`src/rtl/regfile_access_sequencer_if.sv`:
```
// Request/response channel between the decode/datapath side and
// regfile_access_sequencer. The master drives requests and consumes
// responses; the slave is the sequencer.
interface regfile_access_sequencer_if #(
    parameter int DATA_W = 64,
    parameter int ADDR_W = 6
);
    logic              req_valid;
    logic              req_ready;
    logic [1:0]        req_op;
    logic [ADDR_W-1:0] req_addr_a;
    logic [ADDR_W-1:0] req_addr_b;
    logic [DATA_W-1:0] req_wdata;

    logic              rsp_valid;
    logic              rsp_ready;
    logic [DATA_W-1:0] rsp_data_a;
    logic [DATA_W-1:0] rsp_data_b;
    logic              rsp_err;

    modport master (
        output req_valid, req_op, req_addr_a, req_addr_b, req_wdata, rsp_ready,
        input  req_ready, rsp_valid, rsp_data_a, rsp_data_b, rsp_err
    );

    modport slave (
        input  req_valid, req_op, req_addr_a, req_addr_b, req_wdata, rsp_ready,
        output req_ready, rsp_valid, rsp_data_a, rsp_data_b, rsp_err
    );
endinterface

```
`src/rtl/regfile_access_sequencer.sv`:
```
// Initiator-side sequencer for the RegisterFile port protocol. Each accepted
// request becomes one registered single-cycle register-file command; read
// data is captured READ_LAT cycles after the command and returned on a
// response channel that is held until the consumer takes it.
// Optional build macro RFSEQ_READBACK_VERIFY_EN: every write is followed by a
// readback of the same register, and a mismatch is reported on rsp_err.
module regfile_access_sequencer #(
    parameter int DATA_W   = 64,
    parameter int ADDR_W   = 6,
    parameter int READ_LAT = 1    // legal range 1..7
) (
    input  logic                       clk,
    input  logic                       rst_n,
    regfile_access_sequencer_if.slave  bus,
    output logic                       busy,
    output logic [1:0]                 rf_control_signal,
    output logic [DATA_W-1:0]          rf_input_port_1,
    output logic [DATA_W-1:0]          rf_input_port_2,
    input  logic [DATA_W-1:0]          rf_output_latch_1,
    input  logic [DATA_W-1:0]          rf_output_latch_2
);

    typedef enum logic [1:0] {
        OP_ILLEGAL   = 2'b00,
        OP_RD_SINGLE = 2'b01,
        OP_RD_DUAL   = 2'b10,
        OP_WRITE     = 2'b11
    } op_e;

    typedef enum logic [2:0] {
        S_IDLE,
        S_ISSUE,
        S_WAIT,
        S_RESP
`ifdef RFSEQ_READBACK_VERIFY_EN
        , S_VERIFY_ISSUE
        , S_VERIFY_WAIT
`endif
    } state_e;

    localparam logic [2:0] LAT_LOAD = 3'(READ_LAT - 1);

    // Addresses travel on the data-width ports and must never be sign-extended.
    function automatic logic [DATA_W-1:0] zext(input logic [ADDR_W-1:0] a);
        return {{(DATA_W - ADDR_W){1'b0}}, a};
    endfunction

    state_e            state_q, state_d;
    op_e               op_q, op_d;
    logic [2:0]        cnt_q, cnt_d;
    logic [1:0]        ctrl_q, ctrl_d;
    logic [DATA_W-1:0] port1_q, port1_d;
    logic [DATA_W-1:0] port2_q, port2_d;
    logic [DATA_W-1:0] rsp_a_q, rsp_a_d;
    logic [DATA_W-1:0] rsp_b_q, rsp_b_d;
    logic              rsp_err_q, rsp_err_d;
`ifdef RFSEQ_READBACK_VERIFY_EN
    logic [ADDR_W-1:0] addr_q, addr_d;
    logic [DATA_W-1:0] wdata_q, wdata_d;
`endif

    logic req_ready_w;

    // Ready only when idle and out of reset, so reset also blocks acceptance.
    assign req_ready_w    = (state_q == S_IDLE) && rst_n;
    assign bus.req_ready  = req_ready_w;
    assign bus.rsp_valid  = (state_q == S_RESP);
    assign bus.rsp_data_a = rsp_a_q;
    assign bus.rsp_data_b = rsp_b_q;
    assign bus.rsp_err    = rsp_err_q;
    assign busy           = (state_q != S_IDLE);

    assign rf_control_signal = ctrl_q;
    assign rf_input_port_1   = port1_q;
    assign rf_input_port_2   = port2_q;

    // Next-state and next-register values; the RF command defaults to idle so
    // it is presented for exactly one cycle.
    always_comb begin
        // NOTE: every variable gets a default before the case so no path can
        // leave one unassigned, which would infer a latch.
        state_d   = state_q;
        op_d      = op_q;
        cnt_d     = cnt_q;
        ctrl_d    = 2'b00;
        port1_d   = '0;
        port2_d   = '0;
        rsp_a_d   = rsp_a_q;
        rsp_b_d   = rsp_b_q;
        rsp_err_d = rsp_err_q;
`ifdef RFSEQ_READBACK_VERIFY_EN
        addr_d    = addr_q;
        wdata_d   = wdata_q;
`endif

        case (state_q)
            S_IDLE: begin
                if (bus.req_valid && req_ready_w) begin
                    op_d = op_e'(bus.req_op);
`ifdef RFSEQ_READBACK_VERIFY_EN
                    addr_d  = bus.req_addr_a;
                    wdata_d = bus.req_wdata;
`endif
                    if (op_e'(bus.req_op) == OP_ILLEGAL) begin
                        rsp_a_d   = '0;
                        rsp_b_d   = '0;
                        rsp_err_d = 1'b1;
                        state_d   = S_RESP;
                    end else begin
                        ctrl_d = bus.req_op;
                        if (op_e'(bus.req_op) == OP_WRITE) begin
                            port1_d = bus.req_wdata;
                            port2_d = zext(bus.req_addr_a);
                        end else begin
                            port1_d = zext(bus.req_addr_a);
                            port2_d = (op_e'(bus.req_op) == OP_RD_DUAL) ?
                                      zext(bus.req_addr_b) : '0;
                        end
                        state_d = S_ISSUE;
                    end
                end
            end

            S_ISSUE: begin
                if (op_q == OP_WRITE) begin
`ifdef RFSEQ_READBACK_VERIFY_EN
                    ctrl_d  = OP_RD_SINGLE;
                    port1_d = zext(addr_q);
                    state_d = S_VERIFY_ISSUE;
`else
                    rsp_a_d   = '0;
                    rsp_b_d   = '0;
                    rsp_err_d = 1'b0;
                    state_d   = S_RESP;
`endif
                end else begin
                    cnt_d   = LAT_LOAD;
                    state_d = S_WAIT;
                end
            end

            S_WAIT: begin
                if (cnt_q == 3'd0) begin
                    rsp_a_d   = rf_output_latch_1;
                    rsp_b_d   = (op_q == OP_RD_DUAL) ? rf_output_latch_2 : '0;
                    rsp_err_d = 1'b0;
                    state_d   = S_RESP;
                end else begin
                    cnt_d = cnt_q - 3'd1;
                end
            end

`ifdef RFSEQ_READBACK_VERIFY_EN
            S_VERIFY_ISSUE: begin
                cnt_d   = LAT_LOAD;
                state_d = S_VERIFY_WAIT;
            end

            S_VERIFY_WAIT: begin
                if (cnt_q == 3'd0) begin
                    rsp_a_d   = rf_output_latch_1;
                    rsp_b_d   = '0;
                    rsp_err_d = (rf_output_latch_1 != wdata_q);
                    state_d   = S_RESP;
                end else begin
                    cnt_d = cnt_q - 3'd1;
                end
            end
`endif

            S_RESP: begin
                if (bus.rsp_ready) begin
                    state_d = S_IDLE;
                end
            end

            default: state_d = S_IDLE;
        endcase
    end

    // State and datapath registers; reset aborts any operation and clears
    // the RF command lines immediately.
    always_ff @(posedge clk or negedge rst_n) begin
        if (!rst_n) begin
            state_q   <= S_IDLE;
            op_q      <= OP_ILLEGAL;
            cnt_q     <= '0;
            ctrl_q    <= 2'b00;
            port1_q   <= '0;
            port2_q   <= '0;
            rsp_a_q   <= '0;
            rsp_b_q   <= '0;
            rsp_err_q <= 1'b0;
`ifdef RFSEQ_READBACK_VERIFY_EN
            addr_q    <= '0;
            wdata_q   <= '0;
`endif
        end else begin
            // NOTE: non-blocking assignments so every register samples the
            // values computed before this edge, independent of statement order.
            state_q   <= state_d;
            op_q      <= op_d;
            cnt_q     <= cnt_d;
            ctrl_q    <= ctrl_d;
            port1_q   <= port1_d;
            port2_q   <= port2_d;
            rsp_a_q   <= rsp_a_d;
            rsp_b_q   <= rsp_b_d;
            rsp_err_q <= rsp_err_d;
`ifdef RFSEQ_READBACK_VERIFY_EN
            addr_q    <= addr_d;
            wdata_q   <= wdata_d;
`endif
        end
    end

endmodule

```
`src/flat_wrapper.sv`:
```
// flat-port wrapper written by rule: the top's interface ports become plain ports
module regfile_access_sequencer_flat 
#(
    parameter int DATA_W   = 64,
    parameter int ADDR_W   = 6,
    parameter int READ_LAT = 1                       
)
  (clk, rst_n, busy, rf_control_signal, rf_input_port_1, rf_input_port_2, rf_output_latch_1, rf_output_latch_2, bus_req_valid, bus_req_op, bus_req_addr_a, bus_req_addr_b, bus_req_wdata, bus_rsp_ready, bus_req_ready, bus_rsp_valid, bus_rsp_data_a, bus_rsp_data_b, bus_rsp_err);
  regfile_access_sequencer_if #(.DATA_W(DATA_W), .ADDR_W(ADDR_W)) bus_i ();
  input  logic clk;
  input  logic rst_n;
  output logic busy;
  output logic [1:0] rf_control_signal;
  output logic [DATA_W-1:0] rf_input_port_1;
  output logic [DATA_W-1:0] rf_input_port_2;
  input  logic [DATA_W-1:0] rf_output_latch_1;
  input  logic [DATA_W-1:0] rf_output_latch_2;
  input wire logic [$bits(bus_i.req_valid)-1:0] bus_req_valid;
  input wire logic [$bits(bus_i.req_op)-1:0] bus_req_op;
  input wire logic [$bits(bus_i.req_addr_a)-1:0] bus_req_addr_a;
  input wire logic [$bits(bus_i.req_addr_b)-1:0] bus_req_addr_b;
  input wire logic [$bits(bus_i.req_wdata)-1:0] bus_req_wdata;
  input wire logic [$bits(bus_i.rsp_ready)-1:0] bus_rsp_ready;
  output wire logic [$bits(bus_i.req_ready)-1:0] bus_req_ready;
  output wire logic [$bits(bus_i.rsp_valid)-1:0] bus_rsp_valid;
  output wire logic [$bits(bus_i.rsp_data_a)-1:0] bus_rsp_data_a;
  output wire logic [$bits(bus_i.rsp_data_b)-1:0] bus_rsp_data_b;
  output wire logic [$bits(bus_i.rsp_err)-1:0] bus_rsp_err;
  assign bus_i.req_valid = bus_req_valid;
  assign bus_i.req_op = bus_req_op;
  assign bus_i.req_addr_a = bus_req_addr_a;
  assign bus_i.req_addr_b = bus_req_addr_b;
  assign bus_i.req_wdata = bus_req_wdata;
  assign bus_i.rsp_ready = bus_rsp_ready;
  assign bus_req_ready = bus_i.req_ready;
  assign bus_rsp_valid = bus_i.rsp_valid;
  assign bus_rsp_data_a = bus_i.rsp_data_a;
  assign bus_rsp_data_b = bus_i.rsp_data_b;
  assign bus_rsp_err = bus_i.rsp_err;
  regfile_access_sequencer #(.DATA_W(DATA_W), .ADDR_W(ADDR_W), .READ_LAT(READ_LAT)) u_core (.clk(clk), .rst_n(rst_n), .bus(bus_i), .busy(busy), .rf_control_signal(rf_control_signal), .rf_input_port_1(rf_input_port_1), .rf_input_port_2(rf_input_port_2), .rf_output_latch_1(rf_output_latch_1), .rf_output_latch_2(rf_output_latch_2));
endmodule
```
`config.mk`:
```
export PLATFORM = sky130hd
export DESIGN_NAME = regfile_access_sequencer_flat
export DESIGN_NICKNAME = d
export VERILOG_FILES = /design/src/rtl/regfile_access_sequencer_if.sv /design/src/rtl/regfile_access_sequencer.sv /design/src/flat_wrapper.sv
export SDC_FILE = /design/constraint.sdc
export NUM_CORES = 1
export LEC_CHECK = 0
export ABC_AREA = 1
export BUFFER_PORTS_ARGS = -buffer_cell sky130_fd_sc_hd__buf_2
export CAP_MARGIN = 20
export CELL_PAD_IN_SITES_DETAIL_PLACEMENT = 1
export CELL_PAD_IN_SITES_GLOBAL_PLACEMENT = 1
export CORE_AREA = 2 2 186 188
export CTS_CLUSTER_SIZE = 24
export DETAILED_ROUTE_END_ITERATION = 6
export DIE_AREA = 0 0 188 190
export PLACE_DENSITY = 0.83
export SYNTH_ARGS = -nofsm -noshare
export SYNTH_HDL_FRONTEND = slang
export SYNTH_SLANG_ARGS = --single-unit
```
`constraint.sdc`:
```
create_clock -name clk -period 1.9 [get_ports clk]
set_input_delay 0.285 -clock clk [delete_from_list [all_inputs] [get_ports clk]]
set_output_delay 0.285 -clock clk [all_outputs]
set_load 0.03 [all_outputs]
```
==> impl_metrics.env, run 1 <==
export IMPL_status="finished clean"
export IMPL_power_density_nw_per_um2=1610
export IMPL_die_w_um=188
export IMPL_area_delta_synth_final_pct=45.1
export IMPL_place_ws_ns=0.0395
export IMPL_rr_startpoint="u_core.state_q[0]$_DFFE_PN0P_"
export IMPL_die_y_um=190
export IMPL_dp_cells=1918
export IMPL_ys_warn_count=0
export IMPL_max_slew_margin=0.573
export IMPL_ys_types=24
export IMPL_drv_slew=0
export IMPL_vias_per_cell=4.70
export IMPL_final_util=0.404
export IMPL_firstDrtPassIters=4
export IMPL_track_usage=0.205
export IMPL_worstSetupEndpointType="output port"
export IMPL_drtIter0Drc=411
export IMPL_grt_pass1_wl_um=58600
export IMPL_r2r_end="u_core.bus.rsp_data_a[14]$_DFFE_PN0P_"
export IMPL_critPathCapture="busy"
export IMPL_max_stage_delay_ns=0.41
export IMPL_wirelength_um=38400
export IMPL_cts_buffers=25
export IMPL_grt_pass1_vias=10500
export IMPL_clkLatencyLatePin_ns=0.53
export IMPL_path_cells="inv_2 > ha_2 > inv_2 > buf_2"
export IMPL_fmax_ghz=0.549
export IMPL_start_util=0.278
export IMPL_clk_pin_slew_ns=0.06
export IMPL_layout_common_cells="buf_2 (411), nand2_1 (406), dfrtp_1 (208), nand4_1 (131), nor2_1 (121)"
export IMPL_crit_top_cell="inv_2"
export IMPL_rows=68
export IMPL_ys_ff_latch=208
export IMPL_core_um2=33900
export IMPL_hold_path_class="in -> reg"
export IMPL_fin_ws_ns=0.0797
export IMPL_hpwlAfterDp_um=24400
export IMPL_fin_crit_sh=0.958
export IMPL_clkPwrFrac=0.216
export IMPL_clk_root_buffer_cell="clkbuf_16"
export IMPL_p_leak_uw=0.00775
export IMPL_pwr_share_comb=0.502
export IMPL_mostFrequentLayoutCell="buf_2"
export IMPL_route_vias_total=9635
export IMPL_peakVddDrop_v=0.000840
export IMPL_startpoint="u_core.state_q[0]$_DFFE_PN0P_"
export IMPL_syn_area_um2=9440
export IMPL_io_pins=472
export IMPL_fin_skew_ns=0.0173
export IMPL_hold_viol_final=0
export IMPL_port_buffers=413
export IMPL_power_switching_uw=10300
export IMPL_power_uw=22000
export IMPL_grt_max_degree=105
export IMPL_fill_cells=4098
export IMPL_start_kind="flip-flop"
export IMPL_drive_gt1_frac=0.326
export IMPL_synth_top_area_share=0.551
export IMPL_max_cap_viol_count=0
export IMPL_seqPwrFrac=0.282
export IMPL_path_depth=4
export IMPL_p_int_uw=11700
export IMPL_cts_sinks=208
export IMPL_slowest_stage="dfrtp_1"
export IMPL_crit_required_ns=1.62
export IMPL_syn_inst=1095
export IMPL_diodes=0
export IMPL_critPathMaxFanout=4
export IMPL_final_antenna_net_count=0
export IMPL_crit_type="reg -> out"
export IMPL_rr_worst_depth=8
export IMPL_switching_share=0.470
export IMPL_fin_setup_tns_ns=0
export IMPL_avgSynthCellArea_um2=8.62
export IMPL_cts_path_max_buffers=3
export IMPL_antenna_found_initial=0
export IMPL_fin_nets=1798
export IMPL_period_needed_ns=1.82
export IMPL_cp_data_arrival_time_ns=1.54
export IMPL_htreeDepth=1
export IMPL_setup_viol=0
export IMPL_gr_total_overflow=0
export IMPL_cp_num_buf_inv=3
export IMPL_synthTopCellsByArea="dfrtp_1 (55%), nand2_1 (16%), nand4_1 (8.7%), buf_4 (5.9%), nor2_1 (4.9%)"
export IMPL_r2r_slack_ns=0.09
export IMPL_wire_per_inst_um=18.7
export IMPL_finalNonFillerCells=2051
export IMPL_dieArea_um2=35700
export IMPL_yosysSeqAreaShare=0.551
export IMPL_synth_largest_area_cell="dfrtp_1"
export IMPL_worstMarginPinSlew_ns=0.640
export IMPL_crit_family="flip-flops"
export IMPL_drc_errors=0
export IMPL_routabilityCongestion=0.862
export IMPL_cts_tree="done"
==> what timing repair did <==
| item | in CTS | in global routing |
|---|---|---|
| setup buffers | 0 | 6 |
| endpoints found under the setup margin | 2 | 75 |
| hold buffers | 83 | 0 |
| hold endpoints to repair | 288 | 0 |
| cloned | 0 | 2 |
| resized for setup | 3 | 4 |
| pin swaps | 0 | 2 |
==> worst register-to-register path: cells and delay by family, from the launching register on <==
kind,cells,cell delay [ns]
buffers and inverters,2,0.34
and+or+nand+nor,5,0.59
DFF,1,0.41
adders and majority gates,1,0.34
==> per-layer routing <==
layer  wire length [um]  share of wire  GRT usage  vias up
met5                  0              0          0        -
met4               1660          0.043     0.0854        0
met3               2880          0.075     0.0557      100
met2              19400           0.51      0.370      416
met1              14500           0.38      0.229     4730
li1                   -              -          -     4389
==> worst min-delay path by stage <==
stage | start | end | slack [ns] | cells after the start
after floorplan | rst_n | u_core.bus.rsp_data_a[0]$_DFFE_PN0P_ | -0.01 | 0
final | rf_output_latch_1[19] | u_core.bus.rsp_data_a[19]$_DFFE_PN0P_ | 0.02 | 3
after global placement | rst_n | u_core.op_q[0]$_DFFE_PN0P_ | 0.45 | 2
after detailed placement | u_core.bus.rsp_data_a[21]$_DFFE_PN0P_ | u_core.bus.rsp_data_a[21]$_DFFE_PN0P_ | 0.45 | 2
after CTS | rf_output_latch_1[40] | u_core.bus.rsp_data_a[40]$_DFFE_PN0P_ | 0.0003 | 3
after global routing | rf_output_latch_1[9] | u_core.bus.rsp_data_a[9]$_DFFE_PN0P_ | 0.007 | 3
==> per-stage QoR <==
step / hold WS [ns] / instance area (um^2)
after floorplan: -0.0106 / 9650
after global placement: 0.447 / 11900
after detailed placement: 0.453 / 11900
after CTS: 0.000314 / 13600
after global routing: 0.00692 / 13700
final: 0.0216 / 13700
==> final cells by class <==
cell class                 instances  area (um^2)  share of cell area
clock inverter                     9         98.8             0.00721
multi-input combinational        777         3450               0.252
clock buffer                      33          706              0.0515
inverter                          23         88.8             0.00648
timing repair buffer             546         3590               0.262
tap                              455          569              0.0416
sequential                       208         5200               0.380
==> state kept, by name (all words and copies together), names as in the netlist <==
register / count
u_core.rf_input_port_1: 64
u_core.bus.rsp_data_b: 64
u_core.bus.rsp_data_a: 64
u_core.state_q: 2
u_core.rf_input_port_2: 6
u_core.bus.rsp_err: 1
u_core.cnt_q: 3
u_core.rf_control_signal: 2
u_core.op_q: 2
==> cell families after synthesis <==
family,Yosys count,share of synthesized area
AND/OR/NAND/NOR,697,0.319
flip-flops,208,0.551
buffers and inverters,167,0.111
AO/OA/AOI/OAI,14,0.00795
adder cells (fa/ha/maj),7,0.00928
XOR/XNOR,1,0.000928
other,1,0.000397
==> power groups by stage <==
stage                     registers (uW)  logic (uW)  clock network (uW)
after floorplan                     8280        4860                   0
after global placement              6190       10200                   0
after detailed placement            6260       10400                   0
after CTS                           6200       10600                4890
after global routing                6340       11800                5050
final                               6220       11000                4750
==> Yosys cell counts <==
cell and instances:
nand2_1 408, dfrtp_1 208, nand4_1 131, nor2_1 123
buf_4 74, buf_2 38, nand3_1 24, inv_1 18
clkbuf_1 15, buf_6 12, a21oi_1 7, ha_1 7
nor3b_1 6, buf_1 5, o21ai_0 5, inv_2 4
nand2_2 3, conb_1 1, inv_4 1, nand4_2 1
nor2_2 1, o211ai_1 1, o21bai_1 1, xor2_1 1
No activity file was read; power rests on OpenSTA's default activity.
==> inputs of run 2 (changes only) <==
- CORE_AREA: 2 2 186 188 -> 2 2 183 185
- DIE_AREA: 0 0 188 190 -> 0 0 185 187
- PLACE_DENSITY: 0.83 -> 0.85
- clock period: 1.9 -> 2.23 ns (I/O delays scaled with it)
==> impl_metrics.env, run 2 (same netlist as run 1, synthesis figures left out) <==
export IMPL_dieArea_um2=34600
export IMPL_peakVddDrop_v=0.000920
export IMPL_clk_pin_slew_ns=0.06
export IMPL_cts_tree="done"
export IMPL_cp_data_arrival_time_ns=2.34
export IMPL_max_cap_viol_count=0
export IMPL_fin_setup_tns_ns=0
export IMPL_cts_resized=0
export IMPL_cts_path_max_buffers=3
export IMPL_final_antenna_net_count=0
export IMPL_fmax_ghz=0.513
export IMPL_start_kind="flip-flop"
export IMPL_setup_viol=0
export IMPL_post_cts_buffers=0
export IMPL_placed_area_um2=11700
export IMPL_clkPwrFrac=0.217
export IMPL_drv_slew=0
export IMPL_fin_nets=1694
export IMPL_start_util=0.287
export IMPL_port_buffers=413
export IMPL_crit_type="reg -> reg"
export IMPL_hpwlAfterDp_um=23100
export IMPL_worstMarginPinSlew_ns=0.738
export IMPL_worstSetupEndpointType="flip-flop"
export IMPL_cts_buffers=24
export IMPL_firstDrtPassIters=4
export IMPL_multi_input_area_um2=3440
export IMPL_crit_required_ns=2.62
export IMPL_die_w_um=185
export IMPL_switching_share=0.480
export IMPL_cts_hold_fix_buffers=7
export IMPL_wirelength_um=32900
export IMPL_period_needed_ns=1.95
export IMPL_drive_gt1_frac=0.324
export IMPL_core_um2=32900
export IMPL_drtIter0Drc=284
export IMPL_p_leak_uw=0.00721
export IMPL_routabilityCongestion=0.819
export IMPL_pwr_share_comb=0.478
export IMPL_p_int_uw=8970
export IMPL_rows=67
export IMPL_track_usage=0.183
export IMPL_grt_max_degree=100
export IMPL_layout_common_cells="buf_2 (412), nand2_1 (406), dfrtp_1 (208), nand4_1 (131), nor2_1 (122)"
export IMPL_fill_cells=4063
export IMPL_power_density_nw_per_um2=1380
export IMPL_fin_area_um2=12500
export IMPL_final_util=0.380
export IMPL_fin_ws_ns=0.279
export IMPL_rsz0062_at_grt="false"
export IMPL_power_switching_uw=8290
export IMPL_wire_per_inst_um=17.0
export IMPL_htreeDepth=1
export IMPL_place_ws_ns=0.268
export IMPL_io_pins=472
export IMPL_drc_errors=0
export IMPL_area_delta_synth_final_pct=32.3
export IMPL_critPathMaxFanout=29
export IMPL_grt_pass1_wl_um=50500
export IMPL_vias_per_cell=4.61
export IMPL_hold_viol_final=0
export IMPL_status="finished clean"
export IMPL_antenna_found_initial=4
export IMPL_grt_pass1_vias=9336
export IMPL_seqPwrFrac=0.305
export IMPL_clkLatencyLatePin_ns=0.52
export IMPL_fin_skew_ns=0.0225
export IMPL_mostFrequentLayoutCell="buf_2"
export IMPL_route_vias_total=8936
export IMPL_die_y_um=187
export IMPL_hold_path_class="in -> reg"
export IMPL_gr_total_overflow=0
export IMPL_clk_root_buffer_cell="clkbuf_16"
export IMPL_power_uw=17300
export IMPL_fin_crit_sh=0.875
export IMPL_cts_sinks=208
export IMPL_max_slew_margin=0.508
export IMPL_ff_latch_area_um2=5200
-- run 2: cell types whose count changed in the layout (fill, tap and decap cells not counted), moves of 3 or more --
cell	change
buf_12	-10
buf_4	-15
clkinv_2	-4
dlygate4sd3_1	-76
diode_2	+3
-- run 2: layout make-up --
type | instances | share of cell area
Multi-Input combinational cell | 777 | 0.275
Clock buffer | 36 | 0.0582
Timing Repair Buffer | 443 | 0.197
Antenna cell | 3 | 0.000601
Sequential cell | 208 | 0.417
Clock inverter | 2 | 0.000801
Tap cell | 448 | 0.0449
Inverter | 23 | 0.00711
-- run 2: path summary, 6_finish.rpt --
kind / slack, ns / cells past startpoint / end / startpoint
max in group asynchronous: 0.55 / 4 / u_core.rf_input_port_1[50]$_DFF_PN0_ / rst_n
min: 0.04 / 3 / u_core.rf_input_port_1[7]$_DFF_PN0_ / bus_req_wdata[7]
min in group asynchronous: 0.50 / 3 / u_core.op_q[0]$_DFFE_PN0P_ / rst_n
min reg2reg: 0.46 / 2 / u_core.bus.rsp_data_b[25]$_DFFE_PN0P_ / u_core.bus.rsp_data_b[25]$_DFFE_PN0P_
max reg2reg: 0.28 / 8 / u_core.bus.rsp_data_a[6]$_DFFE_PN0P_ / u_core.state_q[0]$_DFFE_PN0P_
max: 0.28 / 8 / u_core.bus.rsp_data_a[6]$_DFFE_PN0P_ / u_core.state_q[0]$_DFFE_PN0P_
-- run 2: power groups by stage --
stage / Sequential (uW) / Combinational (uW) / Clock, uW
finish: 5260 / 8250 / 3750
global route: 5370 / 8940 / 4000
CTS: 5260 / 8370 / 3880
detailed placement: 5310 / 8330 / 0
global placement: 5280 / 8180 / 0
floorplan: 7060 / 4140 / 0
-- run 2: routing by layer --
layer,vias up,share of wire,global-route usage,routed length (um)
li1,4176,-,-,-
met4,2,0.033,0.0672,1100
met5,-,0.00033,0,11
met3,73,0.090,0.0514,2950
met2,361,0.50,0.329,16600
met1,4324,0.37,0.204,12300
-- run 2: metrics by stage --
stage / hold slack [ns] / cells
3_3_place_gp: 0.388 / 1892
2_1_floorplan: 0.0389 / 1152
5_1_grt: 0.0202 / 1939
3_5_place_dp: 0.389 / 1892
4_1_cts: 0.000204 / 1937
6_report: 0.0426 / 1940
-- run 2: critical path, cell delays in order (launching register included) --
cell,delay [ns]
dfrtp_1,0.40
inv_1,0.10
ha_1,0.33
nand2_1,0.11
nand2_4,0.13
nand4_4,0.23
buf_4,0.33
nand2_1,0.11
nand2_1,0.07
